`config.mk`:
```
export PLATFORM = sky130hd
export DESIGN_NAME = adc_scan_ctrl_flat
export DESIGN_NICKNAME = d
export VERILOG_FILES = /design/src/rtl/adc_ctrl_pkg.sv /design/src/rtl/adc_scan_ctrl_if.sv /design/src/rtl/ch_next_find.sv /design/src/rtl/adc_scan_ctrl.sv /design/src/flat_wrapper.sv
export SDC_FILE = /design/constraint.sdc
export NUM_CORES = 1
export LEC_CHECK = 0
export CORE_ASPECT_RATIO = 1.4
export CORE_UTILIZATION = 35
export CTS_BUF_LIST = sky130_fd_sc_hd__clkbuf_8
export DETAILED_ROUTE_END_ITERATION = 6
export PLACE_DENSITY_LB_ADDON = 0.08
export SYNTH_ARGS = -nofsm -noshare
export SYNTH_HDL_FRONTEND = slang
export SYNTH_SLANG_ARGS = --single-unit
```
`constraint.sdc`:
```
create_clock -name clk -period 3 [get_ports clk]
set_input_delay 0.9 -clock clk [delete_from_list [all_inputs] [get_ports clk]]
set_output_delay 0.9 -clock clk [all_outputs]
set_load 0.02 [all_outputs]
```
`src/rtl/adc_ctrl_pkg.sv`:
```
// Shared types and defaults for the ADC scan sequencer.
package adc_ctrl_pkg;

    // Scan sequencer states
    typedef enum logic [2:0] {
        IDLE    = 3'd0,
        SELECT  = 3'd1,
        SETTLE  = 3'd2,
        CAPTURE = 3'd3,
        NEXT    = 3'd4
    } scan_state_t;

    localparam int DEF_NUM_CH    = 4;
    localparam int DEF_ADC_WIDTH = 8;
    localparam int DEF_DISCARD   = 2;

    // Mux select width needed to address DEF_NUM_CH channels
    localparam int DEF_CH_BITS   = (DEF_NUM_CH <= 2) ? 1 : $clog2(DEF_NUM_CH);

    // Discard counter width; DISCARD is limited to 0..15
    localparam int DISC_BITS     = 4;

endpackage

```
`src/rtl/adc_scan_ctrl_if.sv`:
```
// ADC-side bus: mux select toward the analog front end, sample data/strobe back.
interface adc_scan_ctrl_if
    import adc_ctrl_pkg::*;
#(
    parameter int CH_BITS   = DEF_CH_BITS,
    parameter int ADC_WIDTH = DEF_ADC_WIDTH
) ();

    logic [CH_BITS-1:0]   mux_sel;
    logic [ADC_WIDTH-1:0] adc_data;
    logic                 adc_rdy;

    // Scan controller side
    modport master (
        output mux_sel,
        input  adc_data,
        input  adc_rdy
    );

    // ADC / analog mux side
    modport slave (
        input  mux_sel,
        output adc_data,
        output adc_rdy
    );

endinterface

```
`src/rtl/ch_next_find.sv`:
```
// Finds the lowest set mask bit strictly above cur, or the lowest set bit overall when first=1.
module ch_next_find
    import adc_ctrl_pkg::*;
#(
    parameter int NUM_CH  = DEF_NUM_CH,
    parameter int CH_BITS = DEF_CH_BITS
) (
    input  logic [NUM_CH-1:0]  mask,
    input  logic [CH_BITS-1:0] cur,
    input  logic               first,
    output logic               found,
    output logic [CH_BITS-1:0] idx
);

    // Scan from the top down so the lowest qualifying index is the last one written
    always_comb begin
        found = 1'b0;
        idx   = '0;
        for (int i = NUM_CH - 1; i >= 0; i--) begin
            if (mask[i] && (first || (CH_BITS'(i) > cur))) begin
                found = 1'b1;
                idx   = CH_BITS'(i);
            end
        end
    end

endmodule

```
`src/rtl/adc_scan_ctrl.sv`:
```
// Multi-channel scan sequencer: steps the analog mux over enabled channels,
// drops settling samples after each switch, captures one sample per channel
// and raises sticky over-threshold faults.
module adc_scan_ctrl
    import adc_ctrl_pkg::*;
#(
    parameter int NUM_CH    = DEF_NUM_CH,
    parameter int CH_BITS   = DEF_CH_BITS,
    parameter int ADC_WIDTH = DEF_ADC_WIDTH,
    parameter int DISCARD   = DEF_DISCARD
) (
    input  logic                        clk,
    input  logic                        rst_n,
    input  logic [NUM_CH-1:0]           ch_en,
    input  logic                        start,
    input  logic                        cont,
    input  logic [ADC_WIDTH-1:0]        thresh,
    input  logic                        fault_clr,
    adc_scan_ctrl_if.master             adc,
    output logic [NUM_CH*ADC_WIDTH-1:0] ch_data,
    output logic [NUM_CH-1:0]           ch_valid,
    output logic [NUM_CH-1:0]           fault,
    output logic                        busy,
    output logic                        scan_done
);

    localparam logic [DISC_BITS-1:0] DISC_LAST = DISC_BITS'(DISCARD);

    scan_state_t            state_reg;
    logic [CH_BITS-1:0]     cur_reg;
    logic [CH_BITS-1:0]     mux_sel_reg;
    logic [NUM_CH-1:0]      en_q_reg;
    logic [DISC_BITS-1:0]   disc_cnt_reg;
    logic [ADC_WIDTH-1:0]   ch_data_reg [NUM_CH];
    logic [NUM_CH-1:0]      ch_valid_reg;
    logic [NUM_CH-1:0]      fault_reg;
    logic                   scan_done_reg;

    logic                   nxt_found;
    logic [CH_BITS-1:0]     nxt_idx;
    logic                   first_found;
    logic [CH_BITS-1:0]     first_idx;

    // Next enabled channel within the latched scan mask
    ch_next_find #(
        .NUM_CH  (NUM_CH),
        .CH_BITS (CH_BITS)
    ) u_find_next (
        .mask  (en_q_reg),
        .cur   (cur_reg),
        .first (1'b0),
        .found (nxt_found),
        .idx   (nxt_idx)
    );

    // First enabled channel of the live mask, used when a scan is latched
    ch_next_find #(
        .NUM_CH  (NUM_CH),
        .CH_BITS (CH_BITS)
    ) u_find_first (
        .mask  (ch_en),
        .cur   ('0),
        .first (1'b1),
        .found (first_found),
        .idx   (first_idx)
    );

    // Scan sequencer with all outputs registered
    always_ff @(posedge clk or negedge rst_n) begin
        if (!rst_n) begin
            state_reg     <= IDLE;
            cur_reg       <= '0;
            mux_sel_reg   <= '0;
            en_q_reg      <= '0;
            disc_cnt_reg  <= '0;
            ch_valid_reg  <= '0;
            fault_reg     <= '0;
            scan_done_reg <= 1'b0;
            for (int k = 0; k < NUM_CH; k++) begin
                ch_data_reg[k] <= '0;
            end
        end else begin
            scan_done_reg <= 1'b0;
            // A fault set later in this block overrides the clear for its bit
            if (fault_clr) begin
                fault_reg <= '0;
            end
            case (state_reg)
                IDLE: begin
                    if ((start || cont) && first_found) begin
                        en_q_reg  <= ch_en;
                        cur_reg   <= first_idx;
                        state_reg <= SELECT;
                    end
                end
                SELECT: begin
                    mux_sel_reg  <= cur_reg;
                    disc_cnt_reg <= '0;
                    state_reg    <= (DISCARD == 0) ? CAPTURE : SETTLE;
                end
                SETTLE: begin
                    if (adc.adc_rdy) begin
                        disc_cnt_reg <= disc_cnt_reg + 1'b1;
                        if (disc_cnt_reg + 1'b1 == DISC_LAST) begin
                            state_reg <= CAPTURE;
                        end
                    end
                end
                CAPTURE: begin
                    if (adc.adc_rdy) begin
                        ch_data_reg[cur_reg]  <= adc.adc_data;
                        ch_valid_reg[cur_reg] <= 1'b1;
                        if (adc.adc_data > thresh) begin
                            fault_reg[cur_reg] <= 1'b1;
                        end
                        // Pulse lands in the NEXT cycle when this was the last channel
                        scan_done_reg <= !nxt_found;
                        state_reg     <= NEXT;
                    end
                end
                NEXT: begin
                    if (nxt_found) begin
                        cur_reg   <= nxt_idx;
                        state_reg <= SELECT;
                    end else if (cont && first_found) begin
                        en_q_reg  <= ch_en;
                        cur_reg   <= first_idx;
                        state_reg <= SELECT;
                    end else begin
                        state_reg <= IDLE;
                    end
                end
                default: begin
                    state_reg <= IDLE;
                end
            endcase
        end
    end

    // Flatten the per-channel result registers onto the output bus
    generate
        for (genvar gi = 0; gi < NUM_CH; gi++) begin : g_ch_data
            assign ch_data[gi*ADC_WIDTH +: ADC_WIDTH] = ch_data_reg[gi];
        end
    endgenerate

    assign adc.mux_sel = mux_sel_reg;
    assign ch_valid    = ch_valid_reg;
    assign fault       = fault_reg;
    assign busy        = (state_reg != IDLE);
    assign scan_done   = scan_done_reg;

endmodule
```
`src/flat_wrapper.sv`:
```
// flat-port wrapper written by rule: the top's interface ports become plain ports
module adc_scan_ctrl_flat import adc_ctrl_pkg::*;
#(
    parameter int NUM_CH    = DEF_NUM_CH,
    parameter int CH_BITS   = DEF_CH_BITS,
    parameter int ADC_WIDTH = DEF_ADC_WIDTH,
    parameter int DISCARD   = DEF_DISCARD
)
  (clk, rst_n, ch_en, start, cont, thresh, fault_clr, ch_data, ch_valid, fault, busy, scan_done, adc_mux_sel, adc_adc_data, adc_adc_rdy);
  adc_scan_ctrl_if #(.CH_BITS(CH_BITS), .ADC_WIDTH(ADC_WIDTH)) adc_i ();
  input  logic clk;
  input  logic rst_n;
  input  logic [NUM_CH-1:0] ch_en;
  input  logic start;
  input  logic cont;
  input  logic [ADC_WIDTH-1:0] thresh;
  input  logic fault_clr;
  output logic [NUM_CH*ADC_WIDTH-1:0] ch_data;
  output logic [NUM_CH-1:0] ch_valid;
  output logic [NUM_CH-1:0] fault;
  output logic busy;
  output logic scan_done;
  output wire logic [$bits(adc_i.mux_sel)-1:0] adc_mux_sel;
  input wire logic [$bits(adc_i.adc_data)-1:0] adc_adc_data;
  input wire logic [$bits(adc_i.adc_rdy)-1:0] adc_adc_rdy;
  assign adc_mux_sel = adc_i.mux_sel;
  assign adc_i.adc_data = adc_adc_data;
  assign adc_i.adc_rdy = adc_adc_rdy;
  adc_scan_ctrl #(.NUM_CH(NUM_CH), .CH_BITS(CH_BITS), .ADC_WIDTH(ADC_WIDTH), .DISCARD(DISCARD)) u_core (.clk(clk), .rst_n(rst_n), .ch_en(ch_en), .start(start), .cont(cont), .thresh(thresh), .fault_clr(fault_clr), .adc(adc_i), .ch_data(ch_data), .ch_valid(ch_valid), .fault(fault), .busy(busy), .scan_done(scan_done));
endmodule
```
==> flow_summary.ini <==
[finish]
largest_register_ffs = 32
finish.instance_area_um2 = 3560
fillCellCount = 723
drive_gt1_frac = 0.224
syn_to_final_growth_pct = 34.7
nNetsFinal = 339
antennaDiodeCount = 0

[worst_hold_path]
hold_depth = 1
min_path_type = reg2reg
min_to = u_core.ch_valid[2]
hp-start = u_core.ch_valid[2]

[synthesis]
synth_ff_type = dfrtp_1
async_flop_share = 1.00
synth_area_leaders = dfrtp_1 (52%), mux2_2 (16%), ha_1 (4.7%)
yosysMostFrequentCell = dfrtp_1
netlist_area_um2 = 2650
yosys.cell_types.count = 45
synth_edf_count = 0
ys_seq_area_frac = 0.520
synth-seq-cells = 55
syn_avg_cell_area_um2 = 11.8
synthDominantCellAreaShare = 0.520
synth_warnings = 0
synthTopCellsByCount = dfrtp_1 (55), mux2_2 (37), inv_1 (21), nand2_1 (14), ha_1 (10)
syn_nets = 260
synthCells = 224
yosysTopAreaCell = dfrtp_1

[sta]
clock_skew_ns = 0.00667
post-route-period-util = 0.925
tightest_slew_ns = 0.690
final.min_clock_period_ns = 2.77
slew_viol_final = 0
max_freq_ghz = 0.361
relSlewSlack = 0.540
final-setup-viol-count = 0
hold_viol_final = 0
grt_setup_unrepaired = false
holdWs_ns = 0.485
setup_tns_ns = 0

[drt]
vias_per_cell = 4.84
routed-via-count = 1940
drt-initial-drc-count = 36
drt_pre_antenna_iters = 4
drtAntennaViolNets = 0
drc = 0
wl_per_cell_um = 15.0
routed_wl_mm = 6.03

[global_routing]
grtUsageTotal = 0.164
first_global_vias = 1967
grt_overflow_total = 0
grt_max_degree = 30
grt_pass1_wl_mm = 9.74
antenna_found_initial = 0

[critical_path]
required_ns = 2.10
cp.arrival_ns = 1.87
cp-end-kind = primary output
cp_max_fo = 9
r2r_setup_slack_ns = 1.07
rr_startpoint = u_core.cur_reg[1]
path_class = reg2out
worstSetupStartpointType = flip-flop
worstReg2RegEnd = u_core.en_q_reg[1]
reg2reg_depth = 5

[clocking]
holdBufCountCts = 0
cts_sinks = 55
clock-root-buffer = clkbuf_8
tritoncts = yes
postCtsSetupBuffers = 0
cts_max_level = 2
cts_buffers = 5
cts_resized = 0
clockBufferDepth = 2
clk_pin_slew_ns = 0.10
clock_latency_ns = 0.30

[floorplanning]
die-area_um2 = 7910
start_util = 0.362
ios = 70
core-area_um2 = 7310
die_h_um = 105
die_w_um = 75.5
std_cell_rows = 37

[place]
io_buffers = 69
gp_congestion = 0.748
dpl.hpwl_mm = 4.50
place_area_um2 = 3480

[power_and_ir_drop]
pwr_density_cell_nw_per_um2 = 923
p_leak_nw = 1.56
peakVddDrop_mv = 0.381

[run_status]
status = finished, final reports clean

[run]
drv_cap = 0
==> cell families (layout without fill, tap and decap cells) <==
| logic type | count (synthesis) | count (layout) | share of synthesized area |
|---|---|---|---|
| adder cells (fa/ha/maj) | 10 | 10 | 0.0473 |
| multiplexers | 37 | 37 | 0.158 |
| AO/OA/AOI/OAI | 41 | 41 | 0.107 |
| AND/OR/NAND/NOR | 50 | 50 | 0.110 |
| flip-flops | 55 | 55 | 0.520 |
| buffers and inverters | 28 | 108 | 0.0473 |
| XOR/XNOR | 3 | 3 | 0.00994 |
==> worst max-delay path by stage <==
stage,startpoint,to,depth (start not counted)
after global placement,adc_adc_data[5],u_core.fault[2],8
after CTS,u_core.state_reg[0],busy,5
final,u_core.state_reg[0],busy,5
after detailed placement,adc_adc_data[5],u_core.fault[2],8
after floorplan,thresh[5],u_core.fault[0],7
after global routing,u_core.state_reg[0],busy,5
==> power by group <==
part / leakage (nW) / internal (mW) / switching, mW
clock network: 0.0453 / 0.161 / 0.242
registers: 0.686 / 1.04 / 0.238
logic: 0.832 / 0.850 / 0.752
total: 1.56 / 2.06 / 1.23
==> area by class of cell <==
cell class | instances | area (µm²) | share of cell area
flip-flops and latches | 55 | 1380 | 0.386
multi-input cells | 141 | 1140 | 0.321
repair buffers | 78 | 753 | 0.211
well taps | 97 | 121 | 0.0341
inverters | 22 | 82.6 | 0.0232
clock buffers | 5 | 68.8 | 0.0193
clock inverters | 3 | 16.3 | 0.00457
==> per-layer routing <==
| metal | vias up | GRT usage | part of all wire |
|---|---|---|---|
| met5 | - | 0 | 0 |
| li1 | 936 | - | - |
| met4 | 0 | 0.0489 | 0.018 |
| met2 | 45 | 0.277 | 0.52 |
| met1 | 951 | 0.204 | 0.42 |
| met3 | 8 | 0.0386 | 0.043 |
==> metrics by stage <==
step | util | cells | total power [mW] | setup slack (ns)
after detailed placement | 0.475 | 393 | 2.92 | 0.259
after global routing | 0.487 | 401 | 3.50 | 0.0746
after global placement | 0.475 | 393 | 2.90 | 0.286
after floorplan | - | 224 | 2.22 | 0.831
final | 0.487 | 401 | 3.29 | 0.226
after CTS | 0.487 | 401 | 3.33 | 0.203
==> worst max-delay path, cell delays in order (launching register included) <==
cell and delay [ns]:
dfrtp_1 0.58, inv_1 0.17, nand2_1 0.13, nor2_1 0.06, inv_1 0.05, clkdlybuf4s50_1 0.59
==> cell usage in the layout, fill, tap and decap left out, drive strengths merged, types with 5 or more instances in the layout <==
| master | instances |
|---|---|
| a21oi | 6 |
| buf | 10 |
| clkbuf | 5 |
| clkdlybuf4s50 | 68 |
| dfrtp | 55 |
| ha | 10 |
| inv | 23 |
| mux2 | 37 |
| nand2 | 14 |
| nand2b | 5 |
| nor2 | 7 |
| nor2b | 6 |
| o21ai | 10 |
| or2 | 6 |
Note: power is estimated with default switching activity, not from simulation.
